$ cat config.mk
export PLATFORM = sky130hd
export DESIGN_NAME = alu_op_sequencer
export DESIGN_NICKNAME = d
export VERILOG_FILES = /design/src/rtl/alu_op_sequencer.sv
export SDC_FILE = /design/constraint.sdc
export NUM_CORES = 1
export LEC_CHECK = 0
export CAP_MARGIN = 10
export CORE_UTILIZATION = 65
export CTS_CLUSTER_SIZE = 20
export DETAILED_ROUTE_END_ITERATION = 7
export DONT_BUFFER_PORTS = 1
export GPL_TIMING_DRIVEN = 0
export PLACE_DENSITY = 0.81
export SETUP_SLACK_MARGIN = 0.05
export SLEW_MARGIN = 10
export SYNTH_ARGS = -nofsm -noshare
export SYNTH_HDL_FRONTEND = slang
export SYNTH_SLANG_ARGS = --single-unit
$ cat constraint.sdc
create_clock -name clk -period 3.3 [get_ports clk]
set_clock_uncertainty 0.1 [all_clocks]
set_input_delay 0 -clock clk [delete_from_list [all_inputs] [get_ports clk]]
set_output_delay 0 -clock clk [all_outputs]
set_load 0.02 [all_outputs]
$ cat src/rtl/alu_op_sequencer.sv
// alu_op_sequencer: byte-serial command front end for the 7-bit ALU.
// Collects an opcode byte and one or two operand bytes, then drives registered
// A/B/OpSel into the ALU. One cycle later it captures the ALU result and flags
// into a single-entry output register. It also keeps an accumulator and a
// count of completed operations.
//
// state  | meaning
// -------+-------------------------------------------------------------
// IDLE   | waiting for an opcode byte
// GET_A  | waiting for the A operand byte
// GET_B  | waiting for the B operand byte
// EXEC   | ALU inputs settled; capture result on the closing edge
// HOLD   | result presented, waiting for the downstream to consume it
module alu_op_sequencer (
   input  logic       clk,
   input  logic       rst_n,
   input  logic [7:0] in_data,
   input  logic       in_valid,
   output logic       in_ready,
   output logic [6:0] out_result,
   output logic [3:0] out_flags,
   output logic       out_valid,
   input  logic       out_ready,
   output logic [6:0] alu_a,
   output logic [6:0] alu_b,
   output logic [2:0] alu_opsel,
   input  logic [6:0] alu_result,
   input  logic       alu_carry,
   input  logic       alu_overflow,
   input  logic       alu_zero,
   input  logic       alu_negative,
   output logic [6:0] acc,
   output logic [7:0] op_count
);

   typedef enum logic [2:0] {
      IDLE  = 3'd0,
      GET_A = 3'd1,
      GET_B = 3'd2,
      EXEC  = 3'd3,
      HOLD  = 3'd4
   } state_t;

   state_t state;
   state_t state_nxt;
   logic   in_fire;

   // Byte acceptance only while collecting a command; one result in flight.
   assign in_ready = (state == IDLE) || (state == GET_A) || (state == GET_B);
   assign in_fire  = in_valid && in_ready;

   // State register.
   always_ff @(posedge clk or negedge rst_n) begin
      if (!rst_n) begin
         state <= IDLE;
      end else begin
         state <= state_nxt;
      end
   end

   // Next-state decode and output-valid.
   always_comb begin
      state_nxt = state;
      out_valid = 1'b0;
      case (state)
         IDLE: begin
            if (in_fire) begin
               state_nxt = in_data[3] ? GET_B : GET_A;
            end
         end
         GET_A: begin
            if (in_fire) begin
               state_nxt = GET_B;
            end
         end
         GET_B: begin
            if (in_fire) begin
               state_nxt = EXEC;
            end
         end
         EXEC: begin
            state_nxt = HOLD;
         end
         HOLD: begin
            out_valid = 1'b1;
            if (out_ready) begin
               state_nxt = IDLE;
            end
         end
         default: begin
            state_nxt = IDLE;
         end
      endcase
   end

   // Operand loading, result capture, accumulator and op counter.
   always_ff @(posedge clk or negedge rst_n) begin
      if (!rst_n) begin
         alu_a      <= 7'd0;
         alu_b      <= 7'd0;
         alu_opsel  <= 3'd0;
         out_result <= 7'd0;
         out_flags  <= 4'd0;
         acc        <= 7'd0;
         op_count   <= 8'd0;
      end else begin
         case (state)
            IDLE: begin
               if (in_fire) begin
                  alu_opsel <= in_data[2:0];
                  // CLR empties the accumulator whether or not it feeds A.
                  if (in_data[4]) begin
                     acc <= 7'd0;
                  end
                  if (in_data[3]) begin
                     alu_a <= in_data[4] ? 7'd0 : acc;
                  end
               end
            end
            GET_A: begin
               if (in_fire) begin
                  alu_a <= in_data[6:0];
               end
            end
            GET_B: begin
               if (in_fire) begin
                  alu_b <= in_data[6:0];
               end
            end
            EXEC: begin
               out_result <= alu_result;
               out_flags  <= {alu_carry, alu_overflow, alu_zero, alu_negative};
               acc        <= alu_result;
               op_count   <= op_count + 8'd1;
            end
            default: begin
            end
         endcase
      end
   end

endmodule

==> results of run 1 <==
-- worst min-delay path: cells and delay by family --
family / cells / cell delay (ns)
simple gates: 2 / 0.34
compound gates: 1 / 0.09
-- path summary, 6_finish.rpt --
kind                                            from                  endpoint  slack (ns)
worst max-delay path            state[2]$_DFFE_PN0P_  alu_opsel[1]$_DFFE_PN0P_        1.40
max in group asynchronous                      rst_n      alu_b[0]$_DFFE_PN0P_        2.85
worst min-delay path                      in_data[3]      state[1]$_DFFE_PN0P_       0.004
worst max register to register  state[2]$_DFFE_PN0P_  alu_opsel[1]$_DFFE_PN0P_        1.40
worst min register to register  state[2]$_DFFE_PN0P_      state[0]$_DFFE_PN0P_        0.51
min in group asynchronous                      rst_n      alu_b[3]$_DFFE_PN0P_        0.03
-- flip-flops by register name, indices dropped and copies added, names as in the netlist --
name / count
out_flags: 4
out_result: 7
alu_b: 7
acc: 7
op_count: 8
alu_a: 7
state: 3
alu_opsel: 3
-- layout by cell type, fill, tap and decap left out --
master,synthesis,final
a21o_1,2,2
a21oi_1,1,1
a22o_1,8,8
a31oi_1,1,1
and3_1,1,1
and3b_1,1,1
buf_16,0,1
buf_2,3,3
buf_6,1,1
bufinv_16,0,1
clkbuf_1,3,3
clkbuf_4,0,5
clkinv_2,0,2
dfrtp_1,46,46
dlygate4sd3_1,0,21
ha_1,1,1
inv_1,3,3
mux2_2,10,10
mux2_4,12,12
nand2_1,39,39
nand2b_1,3,3
nand3_1,1,1
nand3b_1,1,1
nand4_1,3,3
nand4bb_1,1,1
nor2_1,4,4
nor2_2,1,1
nor2b_1,6,6
nor3_1,3,3
nor3_4,1,1
nor3b_1,2,2
o21ai_0,2,2
or3_1,1,1
or3b_1,1,1
xnor2_1,4,4
xor2_1,3,3
-- kinds of logic (layout without fill, tap and decap cells) --
| logic type | Yosys count | in the layout | synth area share (%) |
|---|---|---|---|
| AND/OR/NAND/NOR | 69 | 69 | 17.0 |
| flip-flops | 46 | 46 | 57.1 |
| multiplexers | 22 | 22 | 14.5 |
| AO/OA/AOI/OAI | 14 | 14 | 5.28 |
| buffers and inverters | 10 | 40 | 2.42 |
| XOR/XNOR | 7 | 7 | 3.04 |
| adder cells (fa/ha/maj) | 1 | 1 | 0.621 |
-- Yosys cell counts --
library cell   n  area share (%)
inv_1          3            0.56
xnor2_1        4             1.7
nand3_1        1            0.25
mux2_2        10             5.6
xor2_1         3             1.3
nand3b_1       1            0.37
a21o_1         2            0.74
or3b_1         1            0.43
nand2b_1       3            0.93
nor3_1         3            0.74
and3b_1        1            0.43
nand4_1        3            0.93
dfrtp_1       46              57
nor3_4         1            0.81
or3_1          1            0.31
nor3b_1        2            0.74
a22o_1         8             3.5
o21ai_0        2            0.50
nand2_1       39             7.3
nor2_2         1            0.31
buf_2          3            0.74
ha_1           1            0.62
a21oi_1        1            0.25
a31oi_1        1            0.31
mux2_4        12             8.9
nor2b_1        6             1.9
buf_6          1            0.56
and3_1         1            0.31
clkbuf_1       3            0.56
nor2_1         4            0.74
nand4bb_1      1            0.56
-- metrics by stage --
stage	cells	utilization, %
after floorplan	169	-
after global placement	200	72.0
after detailed placement	200	72.0
after CTS	230	83.1
after global routing	230	83.1
final	230	83.1
-- routing by layer --
layer / wire length (um) / share of wire [%]
met5: 0 / 0
met2: 2080 / 50
met3: 336 / 8.0
met4: 102 / 2.4
met1: 1650 / 40
-- report_power, final --
part / switching (mW) / internal [mW]
registers: 0.479 / 0.796
clock network: 0.175 / 0.157
logic: 0.325 / 0.356
total: 0.978 / 1.31
-- layout make-up --
type	count	area, um2	share of cell area (%)
Timing Repair Buffer	22	238	10.0
Tap cell	31	38.8	1.64
Multi-Input combinational cell	113	816	34.4
Inverter	3	11.3	0.475
Clock buffer	5	37.5	1.58
Clock inverter	3	40.0	1.69
Buffer	7	37.5	1.58
Sequential cell	46	1150	48.6
==> results.toml, run 1 <==
[critical_path]
cp-end-kind = "flop"
path_depth = 3
start_kind = "flop"
critPathKind = "flop to flop"
cpPeakStageDelay_ns = 0.51
r2r_cells = 3
cp_max_fo = 9
cpLargestDelayFamily = "simple AND/OR/NAND/NOR gates"
path_cells = "nand2b_1 -> nor3_1 -> mux2_2"
arrival_ns = 2.04
crit_required_ns = 3.44
worst-path-buf-inv = 0
critPathSlowestCell = "nor3_1"

[clock_tree]
cts_max_level = 2
cts-resized-gates = 0
cts_tree = "built"
ctsRootBufferMaster = "clkbuf_4"
cts_buffer_depth = 2
clk_latency_ns = 0.36
cts_made_buffers = 5
holdBufCountCts = 22
post-cts-setup-buffer-count = 0
clock_sinks = 46
clk_pin_slew_ns = 0.14

[logic_synthesis]
yosysUniqueCellTypes = 31
synth.yosys.warnings = 0
syn_area_mm2 = 0.00202
ys_ff_latch = 46
avgSynthCellArea_um2 = 11.9
syn_inst = 169
seq_area_frac_synth_pct = 57.1
synth_nets = 193

[global_routing]
use_met1_pct = 33.7
grtUsageMet3_pct = 8.48
grt_max_degree = 47
grtUsageMet2_pct = 45.0
top_usage_layer = "met2"
grt_pass1_vias = 1467
grt_usage_pct = 27.7
grt_pass1_wl_mm = 6.71
grt_overflow_total = 0
antenna_found_initial = 0

[timing]
finalHoldViolations = 0
rsz0062_at_grt = "false"
setup_tns_ns = 0
worst_slew_pin_slew_ns = 0.811
slew_headroom_pct = 45.8
final-max-slew-violation-count = 0
fmax_mhz = 527
fin_ws_ns = 1.40
post-route-period-util_pct = 57.5
finalSetupViolations = 0
whs_ns = 0.00351
fin_crit_ns = 1.90

[power]
cellLeakagePower_nw = 1.16
power.density_mw_per_mm2 = 965
p_total_mw = 2.29
vdd_drop_max_mv = 0.724

[routing]
first_iter_violations = 129
ant_nets = 0
wl_per_cell_um = 18.2
via_per_inst = 5.91
drtPass1Iterations = 6
drc = 4
drt-total-wl_mm = 4.18
vias = 1359

[finish]
nets = 222
fillers = 165
num_antenna_cells = 0
stdcell_area_mm2 = 0.00237
drive_gt1_share_pct = 18.6
syn_to_final_growth_pct = 17.6

[floorplanning]
fp-row-count = 19
die_area_mm2 = 0.00333
dieHeight_um = 57.7
ioPinCount = 68
initial_core_util_pct = 70.7
die_x_um = 57.7
core_area_mm2 = 0.00285

[status]
violations = "DRC"
status = "finished, violations left"

[worst_hold_path]
hold_class = "primary input to flop"
hold_depth = 3

[job]
max-cap-violations = 0

[placed_design]
dp_hpwl_mm = 2.80
preCtsSetupSlack_ns = 1.40
port_buffers = 0
gp_congestion = 0.762
dpl_cell_area_mm2 = 0.00205
(Power assumes the default switching activity.)
==> inputs of run 2 (changes only) <==
Settings changed: CORE_UTILIZATION 65 to 55, PLACE_DENSITY 0.81 to 0.73.
Clock period 3.3 ns to 1.5 ns, I/O delays scaled along.
==> run 2 against run 1 <==
Net effect: the run ends with hold timing, setup timing left; final area increased by 6.3%; sequential power increased by 120%; critical path depth increased by 1; register-to-register slack got worse by 1.6 ns; die area increased by 18%; clock power increased by 80%; first-iteration DRC count decreased by 26%; worst setup slack got worse by 1.6 ns; cell count increased by 9.6%.
==> results.toml, run 2 (synthesis gave the netlist of run 1 again) <==
[critical_path]
cp_max_fo = 7
crit_required_ns = 1.65
cp-end-kind = "flop"
start_kind = "flop"
critPathKind = "flop to flop"
arrival_ns = 1.89

[clock_tree]
cts_max_level = 2
cts_buffer_depth = 2
clk_pin_slew_ns = 0.12
cts_made_buffers = 5
ctsRootBufferMaster = "clkbuf_4"
clock_sinks = 46
clk_latency_ns = 0.35
cts_tree = "built"

[timing]
final-max-slew-violation-count = 0
slew_headroom_pct = 69.2
fin_ws_ns = -0.244
finalSetupViolations = 34
worst_slew_pin_slew_ns = 0.460
fin_crit_ns = 1.74
rsz0062_at_grt = "true"
fmax_mhz = 573
finalHoldViolations = 1
whs_ns = -0.00105
post-route-period-util_pct = 116

[power]
clkPwrFrac_pct = 11.5
vdd_drop_max_mv = 1.05
switching_share_pct = 43.0
intPower_mw = 2.96
power_frac_comb_pct = 34.8
power.switching_mw = 2.23
seq_power_share_pct = 53.7
power.density_mw_per_mm2 = 2060
cellLeakagePower_nw = 1.22

[routing]
drc = 0
drtPass1Iterations = 4
ant_nets = 0
first_iter_violations = 95
vias = 1394
drt-total-wl_mm = 4.34
wl_per_cell_um = 17.2
via_per_inst = 5.53

[global_routing]
antenna_found_initial = 0
grt_pass1_vias = 1406
grt_pass1_wl_mm = 7.11
grt_overflow_total = 0
grt_usage_pct = 24.3
grt_max_degree = 47

[finish]
stdcell_area_mm2 = 0.00252
num_antenna_cells = 0
multi_input_area_um2 = 887
fillers = 246
nets = 229
largest_reg_flops = 8
regArea_mm2 = 0.00115
syn_to_final_growth_pct = 25.0
final_cell_mix = "45 x dfrtp_1, 39 x nand2_1, 21 x dlygate4sd3_1"
drive_gt1_share_pct = 27.2
final_common_cell = "dfrtp_1"
regMostFlops = "op_count"

[floorplanning]
initial_core_util_pct = 59.0
core_area_mm2 = 0.00342
fp-row-count = 21
die_x_um = 62.5
dieHeight_um = 62.5
die_area_mm2 = 0.00391
ioPinCount = 68

[worst_hold_path]
hold_class = "primary input to flop"

[placed_design]
preCtsSetupSlack_ns = -0.260
port_buffers = 0
dp_hpwl_mm = 2.83
gp_congestion = 0.766
dpl_cell_area_mm2 = 0.00209

[job]
max-cap-violations = 0

[status]
status = "finished, violations left"
violations = "hold timing, setup timing"
run 2: power groups by stage:
stage	clock [mW]	combinational (mW)	sequential (mW)
2_1_floorplan	0	1.23	2.68
3_3_place_gp	0	1.37	2.79
3_5_place_dp	0	1.43	2.82
4_1_cts	0.617	1.70	2.79
5_1_grt	0.659	1.99	2.86
6_report	0.599	1.81	2.79
run 2: stage by stage:
stage | TNS (ns) | hold slack (ns) | utilization (%) | power, mW | cells
final | -4.57 | -0.00105 | 73.8 | 5.20 | 252
after global placement | -3.10 | -0.395 | 61.2 | 4.17 | 215
after floorplan | -1.06 | -0.396 | - | 3.91 | 169
after global routing | -6.92 | 0.00231 | 73.8 | 5.51 | 252
after detailed placement | -4.01 | -0.395 | 61.2 | 4.26 | 215
after CTS | -2.59 | 0.0311 | 72.2 | 5.11 | 249
run 2: cell type report:
| type | instances | area share (%) |
|---|---|---|
| repair buffers | 30 | 12.0 |
| clock buffers | 7 | 2.18 |
| flip-flops and latches | 46 | 45.7 |
| inverters | 3 | 0.447 |
| plain buffers | 6 | 1.99 |
| well taps | 46 | 2.28 |
| multi-input cells | 113 | 35.2 |
| clock inverters | 1 | 0.199 |
run 2: worst paths after layout:
check | start | end | slack, ns | depth (start not counted)
worst min-delay path | in_data[3] | state[1]$_DFFE_PN0P_ | -0.001 | 3
worst min register to register | op_count[7]$_DFFE_PN0P_ | op_count[7]$_DFFE_PN0P_ | 0.52 | 1
worst max register to register | state[1]$_DFFE_PN0P_ | alu_a[5]$_DFFE_PN0P_ | -0.24 | 4
min in group asynchronous | rst_n | state[2]$_DFFE_PN0P_ | 0.06 | 2
worst max-delay path | state[1]$_DFFE_PN0P_ | alu_a[5]$_DFFE_PN0P_ | -0.24 | 4
max in group asynchronous | rst_n | acc[4]$_DFFE_PN0P_ | 1.04 | 2
run 2: worst max-delay path, stage by stage, from the launching register on:
cell and delay, ns:
dfrtp_1 0.43, or3b_1 0.40, buf_6 0.16, mux2_4 0.29
mux2_4 0.26
run 2: per-layer routing:
| layer | global-route usage [%] | routed length, um |
|---|---|---|
| met1 | 31.0 | 1840 |
| met2 | 39.4 | 2120 |
| met3 | 6.39 | 317 |
| met4 | 9.88 | 72 |
| met5 | 0 | 0 |
run 2: timing repair:
item                       4_1_cts  5_1_grt
setup endpoints to repair       43       41
buffers inserted                 5        3
hold buffers                    22        0
pin swaps                        3        3
hold endpoints to repair        84        0
resized for setup               14        8
==> inputs of run 3 (changes only) <==
Settings changed: CORE_UTILIZATION 55 to 65, PLACE_DENSITY 0.73 to 0.81, RECOVER_POWER set to 25, SLEW_MARGIN 10 to unset.
Clock period 1.5 ns to 2.2 ns, I/O delays scaled along.
==> run 3 against run 2 <==
Net effect: clock power shrank 17%; critical endpoint is now alu_opsel[1]$_DFFE_PN0P_; critical path type unchanged; cell count shrank 8.7%; flip-flop and latch count is the same; worst hold slack gained 0.0047 ns; the run ends with DRC left.
==> results.toml, run 3 (synthesis gave the netlist of run 1 again) <==
[status]
status = "finished, violations left"
violations = "DRC"

[global_routing]
antenna_found_initial = 0
grt_max_degree = 47
grt_pass1_vias = 1467
grt_usage_pct = 27.7
grt_pass1_wl_mm = 6.71
grt_overflow_total = 0

[finish]
regArea_mm2 = 0.00115
fillers = 168
nets = 222
regMostFlops = "op_count"
final_cell_mix = "46 x dfrtp_1, 39 x nand2_1, 21 x dlygate4sd3_1"
num_antenna_cells = 0
multi_input_area_um2 = 816
drive_gt1_share_pct = 18.6
final_common_cell = "dfrtp_1"
largest_reg_flops = 8
layout.cells.non_filler = 230
syn_to_final_growth_pct = 16.4

[critical_path]
arrival_ns = 2.04
crit_required_ns = 2.34
cp-end-kind = "flop"
critPathKind = "flop to flop"
cp_max_fo = 9
r2r_slack_ns = 0.30
start_kind = "flop"

[power]
cellLeakagePower_nw = 1.15
vdd_drop_max_mv = 1.09
power.density_mw_per_mm2 = 1460

[clock_tree]
clk_latency_ns = 0.36
clk_pin_slew_ns = 0.14
cts_buffer_depth = 2
cts_made_buffers = 5
clock_sinks = 46
cts_max_level = 2
post-cts-setup-buffer-count = 0
cts_tree = "built"
ctsRootBufferMaster = "clkbuf_4"

[timing]
rsz0062_at_grt = "false"
final-max-slew-violation-count = 0
finalSetupViolations = 0
slew_headroom_pct = 28.1
post-route-period-util_pct = 86.2
worst_slew_pin_slew_ns = 1.08
fin_crit_ns = 1.90
finalHoldViolations = 0
fmax_mhz = 527
setup_tns_ns = 0

[job]
max-cap-violations = 0

[routing]
wl_per_cell_um = 18.1
vias = 1379
via_per_inst = 6.00
first_iter_violations = 102
ant_nets = 0
drtPass1Iterations = 6
drt-total-wl_mm = 4.17
drc = 4

[placed_design]
port_buffers = 0
gp_congestion = 0.762
placed_cells = 200
dp_hpwl_mm = 2.80

[floorplanning]
dieHeight_um = 57.7
initial_core_util_pct = 70.7
die_x_um = 57.7
core_area_mm2 = 0.00285
ioPinCount = 68
fp-row-count = 19
die_area_mm2 = 0.00333

[worst_hold_path]
hold_class = "primary input to flop"
run 3: cell count changes in the layout (fill, tap and decap cells not counted), moves of 2 or more:
cell	previous run	this run
clkbuf_4	7	5
mux2_2	7	10
nor3_1	0	3
buf_2	1	3
nor3_2	2	0
buf_6	3	1
clkbuf_1	1	3
buf_4	8	0
mux2_4	15	12
run 3: worst paths after layout:
check	cells after the start	endpoint	from
min reg2reg	1	state[0]$_DFFE_PN0P_	state[2]$_DFFE_PN0P_
max	3	alu_opsel[1]$_DFFE_PN0P_	state[2]$_DFFE_PN0P_
min in group asynchronous	2	alu_b[3]$_DFFE_PN0P_	rst_n
min	3	state[1]$_DFFE_PN0P_	in_data[3]
max reg2reg	3	alu_opsel[1]$_DFFE_PN0P_	state[2]$_DFFE_PN0P_
max in group asynchronous	2	alu_b[0]$_DFFE_PN0P_	rst_n
run 3: critical path, cell delays in order, from the launching register on:
cell and delay (ns):
dfrtp_1 0.49, nand2b_1 0.29, nor3_1 0.51, mux2_2 0.40
run 3: final cells by class:
class                      count  share of cell area [%]
multi-input combinational    113                    34.8
sequential                    46                    49.0
clock buffer                   5                    1.60
timing repair buffer          22                    9.17
tap                           31                    1.65
clock inverter                 3                    1.71
buffer                         7                    1.60
inverter                       3                   0.480
run 3: timing repair:
item	CTS	global route
hold buffers	22	0
hold endpoints to repair	83	0
resized for setup	0	0
endpoints found under the setup margin	0	0
run 3: power by group:
| group | switching [mW] | internal, mW | total [mW] |
|---|---|---|---|
| combinational | 0.487 | 0.529 | 1.02 |
| clock | 0.262 | 0.236 | 0.497 |
| sequential | 0.717 | 1.19 | 1.91 |
run 3: metal layers:
layer	share of wire, %	global-route usage [%]	wire, um
met1	40	33.7	1650
met3	8.3	8.48	346
met4	2.6	13.9	108
met5	0	0	0
met2	50	45.0	2070
run 3: stage by stage:
| step | area (um2) | utilization [%] | setup WS [ns] | hold slack (ns) | total power, mW |
|---|---|---|---|---|---|
| after global routing | 2350 | 82.3 | 0.208 | 0.0767 | 3.62 |
| after CTS | 2370 | 83.1 | 0.296 | 0.00127 | 3.43 |
| after detailed placement | 2050 | 72.0 | 0.301 | -0.395 | 2.88 |
| after floorplan | 2020 | - | 0.523 | -0.396 | 2.64 |
| final | 2350 | 82.3 | 0.304 | 0.00369 | 3.42 |
| after global placement | 2050 | 72.0 | 0.396 | -0.395 | 2.81 |
